`src/rtl/imm_gen_pkg.sv`:
```
// Shared types and encoding constants for the RISC-V immediate generator.
package imm_gen_pkg;

    // Format code emitted alongside each immediate.
    typedef enum logic [2:0] {
        FMT_NONE = 3'd0,
        FMT_I    = 3'd1,
        FMT_S    = 3'd2,
        FMT_B    = 3'd3,
        FMT_U    = 3'd4,
        FMT_J    = 3'd5,
        FMT_Z    = 3'd6,
        FMT_ILL  = 3'd7
    } fmt_e;

    // Major opcodes, inst[6:0].
    localparam logic [6:0] OPC_LOAD       = 7'b0000011;
    localparam logic [6:0] OPC_MISC_MEM   = 7'b0001111;
    localparam logic [6:0] OPC_OP_IMM     = 7'b0010011;
    localparam logic [6:0] OPC_AUIPC      = 7'b0010111;
    localparam logic [6:0] OPC_OP_IMM_32  = 7'b0011011;
    localparam logic [6:0] OPC_STORE      = 7'b0100011;
    localparam logic [6:0] OPC_OP         = 7'b0110011;
    localparam logic [6:0] OPC_LUI        = 7'b0110111;
    localparam logic [6:0] OPC_OP_32      = 7'b0111011;
    localparam logic [6:0] OPC_BRANCH     = 7'b1100011;
    localparam logic [6:0] OPC_JALR       = 7'b1100111;
    localparam logic [6:0] OPC_JAL        = 7'b1101111;
    localparam logic [6:0] OPC_SYSTEM     = 7'b1110011;

    // SYSTEM funct3 values (funct3[2]=1 selects the CSR-immediate forms).
    localparam logic [2:0] F3_PRIV  = 3'b000;
    localparam logic [2:0] F3_CSRRW = 3'b001;
    localparam logic [2:0] F3_CSRRS = 3'b010;
    localparam logic [2:0] F3_CSRRC = 3'b011;

endpackage

```
`src/rtl/imm_decode.sv`:
```
// Combinational immediate decoder: instruction word -> immediate, format, illegal.
module imm_decode
    import imm_gen_pkg::*;
#(
    parameter int XLEN = 32
) (
    input  logic [31:0]     inst_i,
    output logic [XLEN-1:0] imm_o,
    output fmt_e            fmt_o,
    output logic            illegal_o
);

    localparam bit IS_RV64 = (XLEN == 64);

    logic [6:0]      opcode;
    logic [2:0]      funct3;
    logic [XLEN-1:0] imm_i_type;
    logic [XLEN-1:0] imm_s_type;
    logic [XLEN-1:0] imm_b_type;
    logic [XLEN-1:0] imm_u_type;
    logic [XLEN-1:0] imm_j_type;
    logic [XLEN-1:0] imm_z_type;

    assign opcode = inst_i[6:0];
    assign funct3 = inst_i[14:12];

    // Sized casts of signed operands sign-extend to XLEN, so one expression serves RV32 and RV64.
    assign imm_i_type = XLEN'($signed(inst_i[31:20]));
    assign imm_s_type = XLEN'($signed({inst_i[31:25], inst_i[11:7]}));
    assign imm_b_type = XLEN'($signed({inst_i[31], inst_i[7], inst_i[30:25], inst_i[11:8], 1'b0}));
    assign imm_u_type = XLEN'($signed({inst_i[31:12], 12'b0}));
    assign imm_j_type = XLEN'($signed({inst_i[31], inst_i[19:12], inst_i[20], inst_i[30:21], 1'b0}));
    assign imm_z_type = XLEN'(inst_i[19:15]);

    // Opcode decode; JALR keeps its LSB because the target adder clears it.
    always_comb begin
        // NOTE: every output gets a default first so no path leaves it unassigned (no latch).
        fmt_o = FMT_ILL;
        imm_o = '0;
        case (opcode)
            OPC_LOAD, OPC_OP_IMM, OPC_MISC_MEM, OPC_JALR: begin
                fmt_o = FMT_I;
                imm_o = imm_i_type;
            end
            OPC_STORE: begin
                fmt_o = FMT_S;
                imm_o = imm_s_type;
            end
            OPC_BRANCH: begin
                fmt_o = FMT_B;
                imm_o = imm_b_type;
            end
            OPC_LUI, OPC_AUIPC: begin
                fmt_o = FMT_U;
                imm_o = imm_u_type;
            end
            OPC_JAL: begin
                fmt_o = FMT_J;
                imm_o = imm_j_type;
            end
            OPC_SYSTEM: begin
                if (funct3[2]) begin
                    fmt_o = FMT_Z;
                    imm_o = imm_z_type;
                end else if (funct3 == F3_CSRRW || funct3 == F3_CSRRS || funct3 == F3_CSRRC) begin
                    fmt_o = FMT_I;
                    imm_o = imm_i_type;
                end else begin
                    fmt_o = FMT_NONE;
                end
            end
            OPC_OP: begin
                fmt_o = FMT_NONE;
            end
            OPC_OP_IMM_32: begin
                if (IS_RV64) begin
                    fmt_o = FMT_I;
                    imm_o = imm_i_type;
                end
            end
            OPC_OP_32: begin
                if (IS_RV64) begin
                    fmt_o = FMT_NONE;
                end
            end
            default: begin
                fmt_o = FMT_ILL;
            end
        endcase
    end

    assign illegal_o = (fmt_o == FMT_ILL);

endmodule

```
`src/rtl/imm_gen_pipe.sv`:
```
// Pipelined immediate generator: decode on input, registered output stage with skid buffer.
module imm_gen_pipe
    import imm_gen_pkg::*;
#(
    parameter int XLEN  = 32,
    parameter int TAG_W = 8
) (
    input  logic             clk,
    input  logic             reset,
    input  logic             flush,
    input  logic             in_valid,
    output logic             in_ready,
    input  logic [31:0]      in_inst,
    input  logic [TAG_W-1:0] in_tag,
    output logic             out_valid,
    input  logic             out_ready,
    output logic [XLEN-1:0]  out_imm,
    output logic [2:0]       out_fmt,
    output logic             out_illegal,
    output logic [TAG_W-1:0] out_tag
);

    typedef struct packed {
        logic [XLEN-1:0]  imm;
        fmt_e             fmt;
        logic             illegal;
        logic [TAG_W-1:0] tag;
    } entry_t;

    entry_t          in_entry;
    entry_t          out_q, out_d;
    entry_t          skid_q, skid_d;
    logic            out_valid_q, out_valid_d;
    logic            skid_valid_q, skid_valid_d;
    logic            in_ready_q, in_ready_d;
    logic            in_fire;
    logic [XLEN-1:0] dec_imm;
    fmt_e            dec_fmt;
    logic            dec_illegal;

    imm_decode #(
        .XLEN(XLEN)
    ) u_decode (
        .inst_i    (in_inst),
        .imm_o     (dec_imm),
        .fmt_o     (dec_fmt),
        .illegal_o (dec_illegal)
    );

    assign in_entry = '{imm: dec_imm, fmt: dec_fmt, illegal: dec_illegal, tag: in_tag};

    // Ready comes from a register; it is only masked while reset is held.
    assign in_ready = in_ready_q && !reset;
    assign in_fire  = in_valid && in_ready;

    // Next-state for the output and skid registers; skid drains first to keep FIFO order.
    always_comb begin
        out_d        = out_q;
        skid_d       = skid_q;
        out_valid_d  = out_valid_q;
        skid_valid_d = skid_valid_q;
        if (!out_valid_q || out_ready) begin
            if (skid_valid_q) begin
                out_d        = skid_q;
                out_valid_d  = 1'b1;
                skid_valid_d = 1'b0;
            end else if (in_fire) begin
                out_d       = in_entry;
                out_valid_d = 1'b1;
            end else begin
                out_valid_d = 1'b0;
            end
        end else if (in_fire) begin
            skid_d       = in_entry;
            skid_valid_d = 1'b1;
        end
        if (flush) begin
            out_valid_d  = 1'b0;
            skid_valid_d = 1'b0;
        end
        in_ready_d = !skid_valid_d;
    end

    // State registers with synchronous reset; reset outranks flush.
    always_ff @(posedge clk) begin
        if (reset) begin
            out_valid_q  <= 1'b0;
            skid_valid_q <= 1'b0;
            in_ready_q   <= 1'b1;
            // NOTE: payload registers are reset too, because out_imm/out_fmt/out_tag must read zero after reset.
            out_q        <= '{imm: '0, fmt: FMT_NONE, illegal: 1'b0, tag: '0};
            skid_q       <= '{imm: '0, fmt: FMT_NONE, illegal: 1'b0, tag: '0};
        end else begin
            // NOTE: non-blocking assignments so every register samples the pre-edge values.
            out_valid_q  <= out_valid_d;
            skid_valid_q <= skid_valid_d;
            in_ready_q   <= in_ready_d;
            out_q        <= out_d;
            skid_q       <= skid_d;
        end
    end

    assign out_valid   = out_valid_q;
    assign out_imm     = out_q.imm;
    assign out_fmt     = out_q.fmt;
    assign out_illegal = out_q.illegal;
    assign out_tag     = out_q.tag;

endmodule

```
`config.mk`:
```
export PLATFORM = sky130hd
export DESIGN_NAME = imm_gen_pipe
export DESIGN_NICKNAME = d
export VERILOG_FILES = /design/src/rtl/imm_gen_pkg.sv /design/src/rtl/imm_decode.sv /design/src/rtl/imm_gen_pipe.sv
export SDC_FILE = /design/constraint.sdc
export NUM_CORES = 1
export LEC_CHECK = 0
export ABC_AREA = 1
export BUFFER_PORTS_ARGS = -buffer_cell sky130_fd_sc_hd__buf_2
export CAP_MARGIN = 20
export CORE_MARGIN = 8
export CORE_UTILIZATION = 35
export DETAILED_ROUTE_END_ITERATION = 10
export PLACE_DENSITY = 0.56
export SETUP_SLACK_MARGIN = 0.1
export SLEW_MARGIN = 20
export SYNTH_ARGS = -nofsm -noshare
export SYNTH_HDL_FRONTEND = slang
export SYNTH_SLANG_ARGS = --single-unit
```
`constraint.sdc`:
```
create_clock -name clk -period 1.7 [get_ports clk]
set_clock_uncertainty 0.05 [all_clocks]
set_input_delay 0.255 -clock clk [delete_from_list [all_inputs] [get_ports clk]]
set_output_delay 0.255 -clock clk [all_outputs]
set_load 0.005 [all_outputs]
```
; After elaboration in Yosys (flattened, before gate mapping)
; Cells that the tools add are included.
[word_totals]
regBits = 91
latchBits = 0
mem_bits_rw = 0
romBits = 0
output_inout_bits = 46
elab_cells = 54
memories = 0
[op_classes]
n_addsub = 0
multipliers = 0
n_div = 0
n_lt_le_gt_ge = 0
eq_ne = 15
shifts = 0
mux = 13
bitwise = 1
reduce_logical = 14
[op_table]
columns = op, n
row1 = case mux 32 bit (6 select lines), 1
row2 = 2-to-1 mux 44 bit, 2
row3 = 2-to-1 mux 32 bit, 2
row4 = "== test 7 bit, second input constant", 4
row5 = "== test 7 x 6 -> 1 bit, second input constant", 3
row6 = case mux 3 bit (7 select lines), 1
row7 = "== test 7 x 5 -> 1 bit, second input constant", 2
row8 = "== test 7 x 2 -> 1 bit, second input constant", 1
row9 = "== test 7 x 4 -> 1 bit, second input constant", 1
row10 = "== test 3 x 2 -> 1 bit, second input constant", 2
row11 = 2-to-1 mux 1 bit, 6
row12 = AND reduction 2 bit, 2
row13 = OR reduction 2 bit, 2
row14 = OR reduction 4 bit, 1
row15 = "== test 3 x 1 -> 1 bit, second input constant", 1
row16 = "== test 3 bit, second input constant", 1
row17 = logical NOT 1 bit, 3
row18 = logical OR 1 bit, 3
row19 = 2-to-1 mux 3 bit, 1
row20 = logical AND 1 bit, 2
row21 = nonzero test 2 bit, 1
row22 = NOT 1 bit, 1

; Longest topological paths before layout
[logic_depth]
depth_word = 9
ltp_mapped = 11
depth_no_buf = 10

; Hierarchy
; A second synthesis with hierarchy kept.
[hier_totals]
hier_cells = 962
area_unflattened_um2 = 5587.9
[modules_own_cells]
columns = module, n_inst, cells_per_inst, area_per_inst_um2, seq_area_each_um2
row1 = imm_gen_pipe, 1, 684, 4361.7, 1821.7
row2 = imm_decode, 1, 278, 1226.2, 0.0

; Worst setup path after synthesis
; OpenSTA, ideal clock, no wires.
[synth_path]
path_type = register to register
start = register in_ready_q
end = register skid_q[25] (netlist bit)
setup_ps = 116
arrival_time_ps = 1266
t_required_ps = 1534
path_slack_ps = 268
path_stages_with_launch = 9
path_buffers = 1
cell_sequence = dfxtp_1 -> inv_1 -> nor2_1 -> nand2_1 -> nor2_1 -> clkbuf_1 -> nand3_1 -> o211ai_1 -> inv_1
[synth_between]
elab_chain_len = 3
[synth_lines]
columns = item, line_no
row1 = from (decl), imm_gen_pipe.sv:35  ; logic in_ready_q, in_ready_d;
row2 = from (signal assigned), imm_gen_pipe.sv:97  ; in_ready_q <= in_ready_d;
row3 = logical AND 1 bit, imm_gen_pipe.sv:53  ; assign in_ready = in_ready_q && !reset;
row4 = named net in_ready, imm_gen_pipe.sv:12  ; output logic in_ready,
row5 = logical AND 1 bit, imm_gen_pipe.sv:54  ; assign in_fire = in_valid && in_ready;
row6 = AND reduction 2 bit (no line), -
row7 = to (signal assigned), imm_gen_pipe.sv:92  ; skid_q <= '{imm: '0, fmt: FMT_NONE, illegal: 1'b0, tag: '0};
row8 = to (signal assigned), imm_gen_pipe.sv:99  ; skid_q <= skid_d;
row9 = to (decl), imm_gen_pipe.sv:32  ; entry_t skid_q, skid_d;
; The timed path passes the listed nets, and every way through them passes these cells.
; A chain may end at the register's enable or synchronous reset.

; Final worst setup path
[layout_path]
start = register out_valid_q (netlist: out_valid)
end = register skid_q[9] (netlist bit)
[layout_between]
elab_chain_len = 4
[layout_lines]
columns = item, line_no
row1 = from (decl), imm_gen_pipe.sv:33  ; logic out_valid_q, out_valid_d;
row2 = from (signal assigned), imm_gen_pipe.sv:95  ; out_valid_q <= out_valid_d;
row3 = logical NOT 1 bit, imm_gen_pipe.sv:62  ; if (!out_valid_q || out_ready) begin
row4 = logical OR 1 bit, imm_gen_pipe.sv:62
row5 = NOT 1 bit (no line), -
row6 = AND reduction 2 bit (no line), -
; Every way passes these cells.

==> flow_summary.ini <==
[outcome]
outcome = finished clean

[global_routing]
grt_pass1_vias = 4643
grt_use_met3_pct = 3.276
grtUsageMet2_pct = 25.55
grt_first_pass_wirelength_mm = 23.85
grt_usage_pct = 16.21
grt_antenna_before_repair = 0
grt_overflow = 0
grt_max_degree = 78
busiest_layer = met2
gr-usage-met1_pct = 21.42

[logic_synthesis]
syn_inst = 753
post_synth_num_cell_types = 28
ys_seq_area_share_pct = 37.64
yosysTopAreaCellShare_pct = 37.64
synth.yosys.warnings = 0
synthSimpleGateAreaFrac_pct = 38.13
synth_top_family_by_area = simple AND/OR/NAND/NOR gates
netlist_top_cells_area = dfxtp_1, nand2_1, nor2_1, nand3_1, o211ai_1
synth-compound-area-share_pct = 14.45
synth-edff-count = 0
synth_xor_area_share_pct = 0
netlist.top_cell.by_area = dfxtp_1
avgSynthCellArea_um2 = 6.427
ys_ff_latch = 91
synth_nets = 798
synthArstFlopShare_pct = 0
synth_ff_type = dfxtp_1
syn-cell-area_um2 = 4840
yosys.area_share.adder_pct = 0
synthMuxAreaShare_pct = 0

[critical_path]
slowest_delay_ns = 0.32
crit_top_cell = inv_1
cp.required_ns = 1.89
cp.depth = 7
endpoint_kind = flop
start_kind = flop
cp_max_fo = 11
path_cells = inv_1, nor2_1, inv_1, nor2_4, inv_1, o21ai_0, inv_1
path_class = flop to flop
crit_slowest_cell = dfxtp_1
crit_family = buffers and inverters
ff2ff_path_depth = 7
crit_arrival_ns = 1.64
crit_buf_inv = 4

[sta]
max_slew_margin_pct = 71.23
fmaxAchievable_ghz = 0.6885
rsz0062_at_grt = no
min_period_over_period_pct = 85.43
setup_viol = 0
fin_setup_tns_ns = 0
hold_viol = 0
worst_pin_slew_ns = 0.4300
finalCriticalPeriod_ns = 1.452
slew_viol_final = 0

[route]
drt-wirelength-per-cell_um = 13.67
ant_nets = 0
num_vias = 4897
drc = 0
via_per_inst = 4.741
first_pass_iters = 5
routed_wl_mm = 14.13
drtIter0Drc = 404

[clock_network]
cts_tree = yes
cts.sinks = 91
cts_hold_buf = 0
clk_path_buf_depth = 2
cts-htree-levels = 3
clk_latency_ns = 0.35
clockRootBuffer = clkbuf_16
cts_buffers = 9
clk_pin_slew_ns = 0.06

[die]
die_w_um = 133.6
die_h_um = 133.6
num_io_pins = 91
initial_core_util_pct = 35.28
design.die.area_um2 = 17850
rows = 43
core_um2 = 13720

[placed_design]
gp_congestion = 0.8530
portBuffers = 90
hpwl_mm = 10.19

[pwr]
pwr_density_cell_nw_per_um2 = 744.4
leakagePower_nw = 3.256
vdd_drop_max_mv = 0.4071

[final_layout]
fillers = 1493
final_util_pct = 43.54
antennaDiodeCount = 0
drive_gt1_share_pct = 20.05
nNetsFinal = 895
area_growth_syn_to_layout_pct = 23.42

[run]
drv_cap = 0

[min_path]
holdPathStages = 3
hp-class = input pin to flop
layout by cell type (no fill, tap or decap), types with 4 or more instances in the layout:
cell       netlist  routed
nand2_1        164     163
nor2_1         142     141
dfxtp_1         91      91
buf_2           15      90
nand3_1         81      81
inv_1           63      63
a21oi_1         42      42
buf_4            1      37
o211ai_1        33      33
o21ai_0         24      24
nand4_1         16      16
o21ai_1         12      12
clkbuf_16        0       9
a31oi_1          8       8
nor3_1           6       6
buf_12           0       6
inv_2            5       5
nand2_2          4       5
nor2_4           3       4
cell type report:
cell class | instances | area [um2] | share of cell area [%]
Inverter | 68 | 255.2 | 4.273
Clock buffer | 9 | 225.2 | 3.770
Clock inverter | 5 | 31.28 | 0.5237
Tap cell | 180 | 225.2 | 3.770
Timing Repair Buffer | 134 | 859.6 | 14.39
Sequential cell | 91 | 1822 | 30.50
Multi-Input combinational cell | 546 | 2555 | 42.77
path summary, 6_finish.rpt:
check | startpoint | endpoint | slack, ns
hold / removal | in_tag[2] | skid_q[2]$_SDFFE_PP0P_ | 0.09
setup reg to reg | out_valid$_SDFFE_PP0P_ | skid_q[9]$_SDFFE_PP0P_ | 0.25
hold reg to reg | out_imm[14]$_SDFFE_PP0P_ | out_imm[14]$_SDFFE_PP0P_ | 0.41
setup / recovery | out_valid$_SDFFE_PP0P_ | skid_q[9]$_SDFFE_PP0P_ | 0.25
cells in the mapped netlist, types with 5 or more instances:
master    number
nand4_1       16
nand2_1      164
clkbuf_1      28
buf_2         15
a31oi_1        8
inv_1         63
o21ai_1       12
dfxtp_1       91
o21ai_0       24
nor2_1       142
nor3_1         6
a21oi_1       42
inv_2          5
o211ai_1      33
nand3_1       81
cell families (layout without fill, tap and decap cells):
family,count (synthesis),in the layout
buf+inv,116,216
flops,91,91
simple gates,426,426
compound gates,120,120
metal layers:
layer | share of wire (%) | vias up
li1 | - | 2643
met1 | 50 | 2163
met2 | 45 | 77
met3 | 3.7 | 14
met4 | 1.5 | 0
met5 | 0 | -
where the power goes:
part           switching, mW  total, mW  internal, mW
registers             0.0176       2.19          2.17
clock network          0.844       1.82         0.972
logic                  0.279      0.445         0.165
timing repair:
item,CTS,global route
buffers inserted,0,0
resized for setup,0,1
endpoints found under the setup margin,0,3
stage by stage:
step / cells / hold slack, ns / setup slack (ns) / cell area [um2] / total power [mW]
after global routing: 1033 / 0.09785 / 0.1212 / 5973 / 4.642
after global placement: 1019 / 0.4022 / -0.003313 / 5713 / 2.683
final: 1033 / 0.09353 / 0.2476 / 5973 / 4.447
after detailed placement: 1019 / 0.4043 / -0.03873 / 5713 / 2.682
after CTS: 1033 / 0.08417 / 0.2134 / 5969 / 4.497
after floorplan: 753 / 0.3399 / 0.2675 / 4840 / 2.466
worst reg2reg max path, stage by stage, from the launching register on:
cell	delay, ns
dfxtp_1	0.32
inv_1	0.04
nor2_1	0.08
inv_1	0.11
nor2_4	0.22
inv_1	0.24
o21ai_0	0.24
inv_1	0.05
registers in the layout, indices dropped and copies added, names as in the netlist:
signal,count
skid_q,44
out_imm,32
out_tag,8
out_fmt,3
in_ready_q,1
out_illegal,1
out_valid,1
skid_valid_q,1
(Power assumes the default switching activity.)
